## config.mk

```make
export PLATFORM = sky130hd
export DESIGN_NAME = sp_ram_arbiter
export DESIGN_NICKNAME = d
export VERILOG_FILES = /design/src/rtl/sp_ram_arb_pkg.sv /design/src/rtl/rr_arb2.sv /design/src/rtl/sp_ram_arbiter.sv
export SDC_FILE = /design/constraint.sdc
export NUM_CORES = 1
export LEC_CHECK = 0
export BUFFER_PORTS_ARGS = -buffer_cell sky130_fd_sc_hd__buf_2
export CAP_MARGIN = 20
export CORE_AREA = 3 3 102 104
export CTS_CLUSTER_DIAMETER = 80
export CTS_CLUSTER_SIZE = 25
export DETAILED_ROUTE_END_ITERATION = 8
export DIE_AREA = 0 0 105 107
export PLACE_DENSITY = 0.54
export SYNTH_ARGS = -nofsm -noshare
export SYNTH_HDL_FRONTEND = slang
export SYNTH_SLANG_ARGS = --single-unit
```

## constraint.sdc

```tcl
create_clock -name clk -period 3 [get_ports clk]
set_input_delay 0.6 -clock clk [delete_from_list [all_inputs] [get_ports clk]]
set_output_delay 0.6 -clock clk [all_outputs]
set_load 0.01 [all_outputs]
```

## src/rtl/sp_ram_arb_pkg.sv

```systemverilog
// Shared definitions for the two-master single-port RAM arbiter.
// Holds the controller state encoding and the number of masters.
package sp_ram_arb_pkg;

    localparam int NUM_MASTERS = 2;

    typedef enum logic {
        CLEAR = 1'b0,
        RUN   = 1'b1
    } arb_state_e;

endpackage

```

## src/rtl/rr_arb2.sv

```systemverilog
// Two-input round-robin arbiter: combinational grant plus a one-bit
// priority pointer that always moves to the master that was not just served.
module rr_arb2
    import sp_ram_arb_pkg::*;
(
    input  logic                   clk,
    input  logic                   rst_i,
    input  logic                   en,
    input  logic [NUM_MASTERS-1:0] req,
    output logic [NUM_MASTERS-1:0] gnt
);

    // prio_q = 0 favours master 0 on a tie, 1 favours master 1.
    logic prio_q;

    always_comb begin
        gnt = '0;
        if (en) begin
            if (req[0] && (!req[1] || !prio_q)) begin
                gnt[0] = 1'b1;
            end else if (req[1]) begin
                gnt[1] = 1'b1;
            end
        end
    end

    always_ff @(posedge clk) begin
        if (rst_i) begin
            prio_q <= 1'b0;
        end else if (gnt[0]) begin
            prio_q <= 1'b1;
        end else if (gnt[1]) begin
            prio_q <= 1'b0;
        end
    end

endmodule

```

## src/rtl/sp_ram_arbiter.sv

```systemverilog
// Shares one single-port RAM between two masters with round-robin arbitration,
// optionally zero-filling the RAM after reset before any master is served.
module sp_ram_arbiter
    import sp_ram_arb_pkg::*;
#(
    parameter int ADDR_WIDTH     = 15,
    parameter int DATA_WIDTH     = 32,
    parameter bit CLEAR_ON_RESET = 1'b0,
    localparam int BE_WIDTH      = DATA_WIDTH / 8
) (
    input  logic                  clk,
    input  logic                  rst_i,

    // Handshake: a master holds mN_req_i and its attributes stable until it
    // sees mN_gnt_o high in the same cycle; the access is accepted on that
    // rising edge and mN_rvalid_o/mN_rdata_o answer exactly one cycle later.
    input  logic                  m0_req_i,
    input  logic [ADDR_WIDTH-1:0] m0_addr_i,
    input  logic [DATA_WIDTH-1:0] m0_wdata_i,
    input  logic                  m0_we_i,
    input  logic [BE_WIDTH-1:0]   m0_be_i,
    output logic                  m0_gnt_o,
    output logic                  m0_rvalid_o,
    output logic [DATA_WIDTH-1:0] m0_rdata_o,

    input  logic                  m1_req_i,
    input  logic [ADDR_WIDTH-1:0] m1_addr_i,
    input  logic [DATA_WIDTH-1:0] m1_wdata_i,
    input  logic                  m1_we_i,
    input  logic [BE_WIDTH-1:0]   m1_be_i,
    output logic                  m1_gnt_o,
    output logic                  m1_rvalid_o,
    output logic [DATA_WIDTH-1:0] m1_rdata_o,

    output logic                  ram_en_o,
    output logic [ADDR_WIDTH-1:0] ram_addr_o,
    output logic [DATA_WIDTH-1:0] ram_wdata_o,
    output logic                  ram_we_o,
    output logic [BE_WIDTH-1:0]   ram_be_o,
    input  logic [DATA_WIDTH-1:0] ram_rdata_i,

    output logic                  init_done_o,
    output logic                  dbg_state_o
);

    localparam int BYTE_BITS = $clog2(BE_WIDTH);
    localparam int WORD_BITS = ADDR_WIDTH - BYTE_BITS;

    arb_state_e                 state_q, state_d;
    logic [WORD_BITS-1:0]       cnt_q, cnt_d;
    logic [NUM_MASTERS-1:0]     req, gnt, rvalid_q;

    assign req = {m1_req_i, m0_req_i};

    rr_arb2 u_rr_arb2 (
        .clk   (clk),
        .rst_i (rst_i),
        .en    ((state_q == RUN) && !rst_i),
        .req   (req),
        .gnt   (gnt)
    );

    always_comb begin
        state_d     = state_q;
        cnt_d       = cnt_q;
        ram_en_o    = 1'b0;
        ram_addr_o  = '0;
        ram_wdata_o = '0;
        ram_we_o    = 1'b0;
        ram_be_o    = '0;
        case (state_q)
            CLEAR: begin
                // The counter wraps to 0 naturally on the last word.
                cnt_d = cnt_q + 1'b1;
                if (cnt_q == {WORD_BITS{1'b1}}) begin
                    state_d = RUN;
                end
                if (!rst_i) begin
                    ram_en_o   = 1'b1;
                    ram_we_o   = 1'b1;
                    ram_be_o   = '1;
                    ram_addr_o = ADDR_WIDTH'(cnt_q) << BYTE_BITS;
                end
            end
            RUN: begin
                if (gnt[0]) begin
                    ram_en_o    = 1'b1;
                    ram_addr_o  = m0_addr_i;
                    ram_wdata_o = m0_wdata_i;
                    ram_we_o    = m0_we_i;
                    ram_be_o    = m0_be_i;
                end else if (gnt[1]) begin
                    ram_en_o    = 1'b1;
                    ram_addr_o  = m1_addr_i;
                    ram_wdata_o = m1_wdata_i;
                    ram_we_o    = m1_we_i;
                    ram_be_o    = m1_be_i;
                end
            end
            default: state_d = RUN;
        endcase
    end

    always_ff @(posedge clk) begin
        if (rst_i) begin
            state_q  <= CLEAR_ON_RESET ? CLEAR : RUN;
            cnt_q    <= '0;
            rvalid_q <= '0;
        end else begin
            state_q  <= state_d;
            cnt_q    <= cnt_d;
            rvalid_q <= gnt;
        end
    end

    // A reset arriving while a response is pending suppresses it immediately.
    assign m0_gnt_o    = gnt[0];
    assign m1_gnt_o    = gnt[1];
    assign m0_rvalid_o = rvalid_q[0] && !rst_i;
    assign m1_rvalid_o = rvalid_q[1] && !rst_i;
    assign m0_rdata_o  = m0_rvalid_o ? ram_rdata_i : '0;
    assign m1_rdata_o  = m1_rvalid_o ? ram_rdata_i : '0;
    assign init_done_o = (state_q == RUN);
    assign dbg_state_o = state_q;

endmodule

```

==> metrics.md <==
| Metric | Value |
|---|---|
| Initial core utilization | `a little under a fifth` |
| Pre-antenna DRT Iters | `4` |
| Boundary Pins | `263` |
| P per Cell Area | `about 220 nW/um^2` |
| Die width | `about 110 microns` |
| Largest area contributor in the netlist | `and2_1` |
| Dpl cells | `613` |
| Count of flip-flops with a built-in enable after synthesis | `0` |
| Die area | `around 11000 sq um` |
| Placer congestion estimate | `slightly below 1` |
| Mapped Area | `around 1800 sq um` |
| # Post-CTS Setup Buffers | `0` |
| Avg WL per Cell | `15.5 microns` |
| Worst-Margin Slew | `approximately 0.34 ns` |
| Tcrit/Tclk final | `81.8%` |
| Final-report setup violation count | `0` |
| Gr ovfl total | `0` |
| Max-slew violation count | `0` |
| Syn_area_per_cell | `7.86 sq um` |
| Multi-input logic area | `about 1400 sq um` |
| Cell Count, Final, Fillers Out | `slightly above 600` |
| Number of max-cap violations | `0` |
| FF+latch area | `roughly 340 sq um` |
| Cell Rows | `36` |
| Dpl ws | `between 0.5 and 0.6 ns` |
| Worst Path Buf+Inv | `3` |
| Core area | `a little under 10000 sq um` |
| Net Count, Synth | `376` |
| Number of antenna-violating nets in the routed design | `0` |
| Clock Tree Buf Depth | `2` |
| CTS sink count | `17` |
| Vias in the first global route | `2630` |
| CP top delay family | `simple AND/OR/NAND/NOR gates` |
| CP Capture Type | `primary output` |
| WP data required | `2.40 ns` |
| Synth top area cells | `and2_1, dfxtp_1, a22o_1` |
| Nets | `between 600 and 700` |
| CP peak stage delay | `0.37 ns` |
| Residual DRC count | `0` |
| Root buffer cell | `clkbuf_8` |
| Post-DP HPWL | `between 7000 and 8000 microns` |
| Post-synthesis sequential area ratio | `a little under a fifth` |
| Fmax | `407 MHz` |
| Clock slew seen by the registers of the worst setup and hold paths | `0.07 ns` |
| RSZ-0062 raised after global routing | `false` |
| Slowest CP cell | `and3_2` |
| Fin crit period | `2.45 ns` |
| First-pass GRT wire length | `14100 microns` |
| Hold_buf cts | `0` |
| TritonCTS clock tree | `done` |
| Fillers | `1088` |
| VDD IR max | `between 100 and 150 uV` |
| DR iter-0 viols | `approximately 180` |
| Crit path kind | `in2out` |
| Worst EP arrival | `~1.9 ns` |
| Clock skew | `between 0.0015 and 0.002 ns` |
| CP Launch Type | `primary input` |
| Resized cells post-CTS | `0` |
| Post-Syn Instances | `approximately 240` |
| #FFs+latches synth | `17` |
| Slew headroom | `between 70% and 80%` |
| IO buf count | `about 260` |
| # H-tree levels | `1` |
| Routed wire length | `around 9600 microns` |
| N_diodes | `0` |
| Asr flop ratio synth | `0%` |
| CTS Buf Count | `3` |
| Area delta synth->final | `80.8%` |
| Outcome | `completed` |
| Crit Path Max Fanout | `44` |
| Vias post-DR | `2773` |
| YS warnings | `0` |
| Fin worst setup slack | `roughly 0.55 ns` |
| Synth Flop Type | `dfxtp_1` |
| CP dominant cell by count | `buf_2` |
| Layout cells sized above 1 | `58.3%` |
| Final Hold Fails | `0` |
| Final setup TNS | `0 ns` |
| Synth top area share | `~25%` |
| Pleak | `just under 0.002 uW` |
| Unique masters post-synth | `35` |
| Cells along the critical path | `buf_2 > nor2b_1 > and3_2 > buf_12 > a22o_1 > buf_2` |
| Routed vias/inst | `4.49` |
| Pin count of the biggest net entering global routing | `between 40 and 50` |
| Die Ht | `between 100 and 150 microns` |
| Worst hold path class | `reg2reg` |
| GRT Total Usage | `between 10% and 20%` |
| Worst-Skew Late Latency | `~0.25 ns` |
| Number of antenna violations at the first check in global routing | `0` |
worst register-to-register path, cell delays in order, from the launching register on:
cell,delay (ns)
dfxtp_1,0.44
ha_1,0.31
nand3b_4,0.13
nor4_1,0.32
mux2_2,0.36
cells by family after synthesis:
| logic type | count (synthesis) | share of synthesized area, % |
|---|---|---|
| AND/OR/NAND/NOR | 117 | 40.0 |
| AO/OA/AOI/OAI | 67 | 30.8 |
| buffers and inverters | 26 | 6.43 |
| flip-flops | 17 | 18.4 |
| XOR/XNOR | 4 | 1.90 |
| multiplexers | 3 | 1.76 |
| adder cells (fa/ha/maj) | 1 | 0.677 |
power by group:
part | internal (uW) | total [uW] | leakage, uW | switching (uW)
Clock | 92.1 | 173 | 0.0000255 | 80.9
Sequential | 229 | 230 | 0.000138 | 1.22
Combinational | 172 | 336 | 0.00181 | 164
Total | 493 | 739 | 0.00197 | 246
synthesized netlist by cell type, drive strengths merged, types with 3 or more instances:
master	n
xor2	3
or4	4
and3	4
nand3	3
clkbuf	9
nor2	9
a21oi	7
nor2b	6
a221o	18
buf	15
and2	75
a22o	34
o31ai	4
nand2	4
dfxtp	17
routing by layer:
layer / GRT usage (%) / routed length [microns] / vias to the layer above
met2: 25.7 / 4670 / 121
met1: 20.1 / 4100 / 1284
li1: - / - / 1362
met3: 3.49 / 715 / 6
met4: 2.34 / 68 / 0
met5: 0 / 0 / -
worst paths after layout:
| kind | cells after the start | slack [ns] | endpoint | from |
|---|---|---|---|---|
| max | 6 | 0.55 | ram_wdata_o[14] | rst_i |
| min | 2 | 0.49 | u_rr_arb2.prio_q | u_rr_arb2.prio_q |
| max reg2reg | 4 | 1.34 | cnt_q[12] | cnt_q[0] |
| min reg2reg | 2 | 0.49 | u_rr_arb2.prio_q | u_rr_arb2.prio_q |
stage by stage:
step           utilization, %  cell area, sq um  power, uW  hold slack [ns]
6_report                 34.7              3340        739            0.488
4_1_cts                  34.7              3340        749            0.494
3_5_place_dp             34.2              3290        571            0.485
3_3_place_gp             34.2              3290        570            0.476
5_1_grt                  34.7              3340        784            0.520
2_1_floorplan               -              1850        381            0.454
placed cells by master (no fill, tap or decap), types with 3 or more instances in the layout:
cell type and instances:
or4_1 4, nor2_1 9, and2_1 74, clkbuf_8 3
buf_4 5, nor2b_1 6, a22o_1 34, buf_2 262
a21oi_1 7, a221o_1 18, dfxtp_1 17, o31ai_1 4
xor2_1 3, nand2_1 4
flip-flops by register name, summed over array words and instances, names as in the netlist:
signal            flops
dbg_state_o           1
cnt_q                13
rvalid_q              2
u_rr_arb2.prio_q      1
area by class of cell:
cell class | count | share of cell area, %
clock buffers | 3 | 1.24
clock inverters | 1 | 0.150
inverters | 2 | 0.225
multi-input cells | 192 | 41.6
flip-flops and latches | 17 | 10.2
well taps | 133 | 4.98
repair buffers | 269 | 41.6
Note: power is estimated with default switching activity, not from simulation.
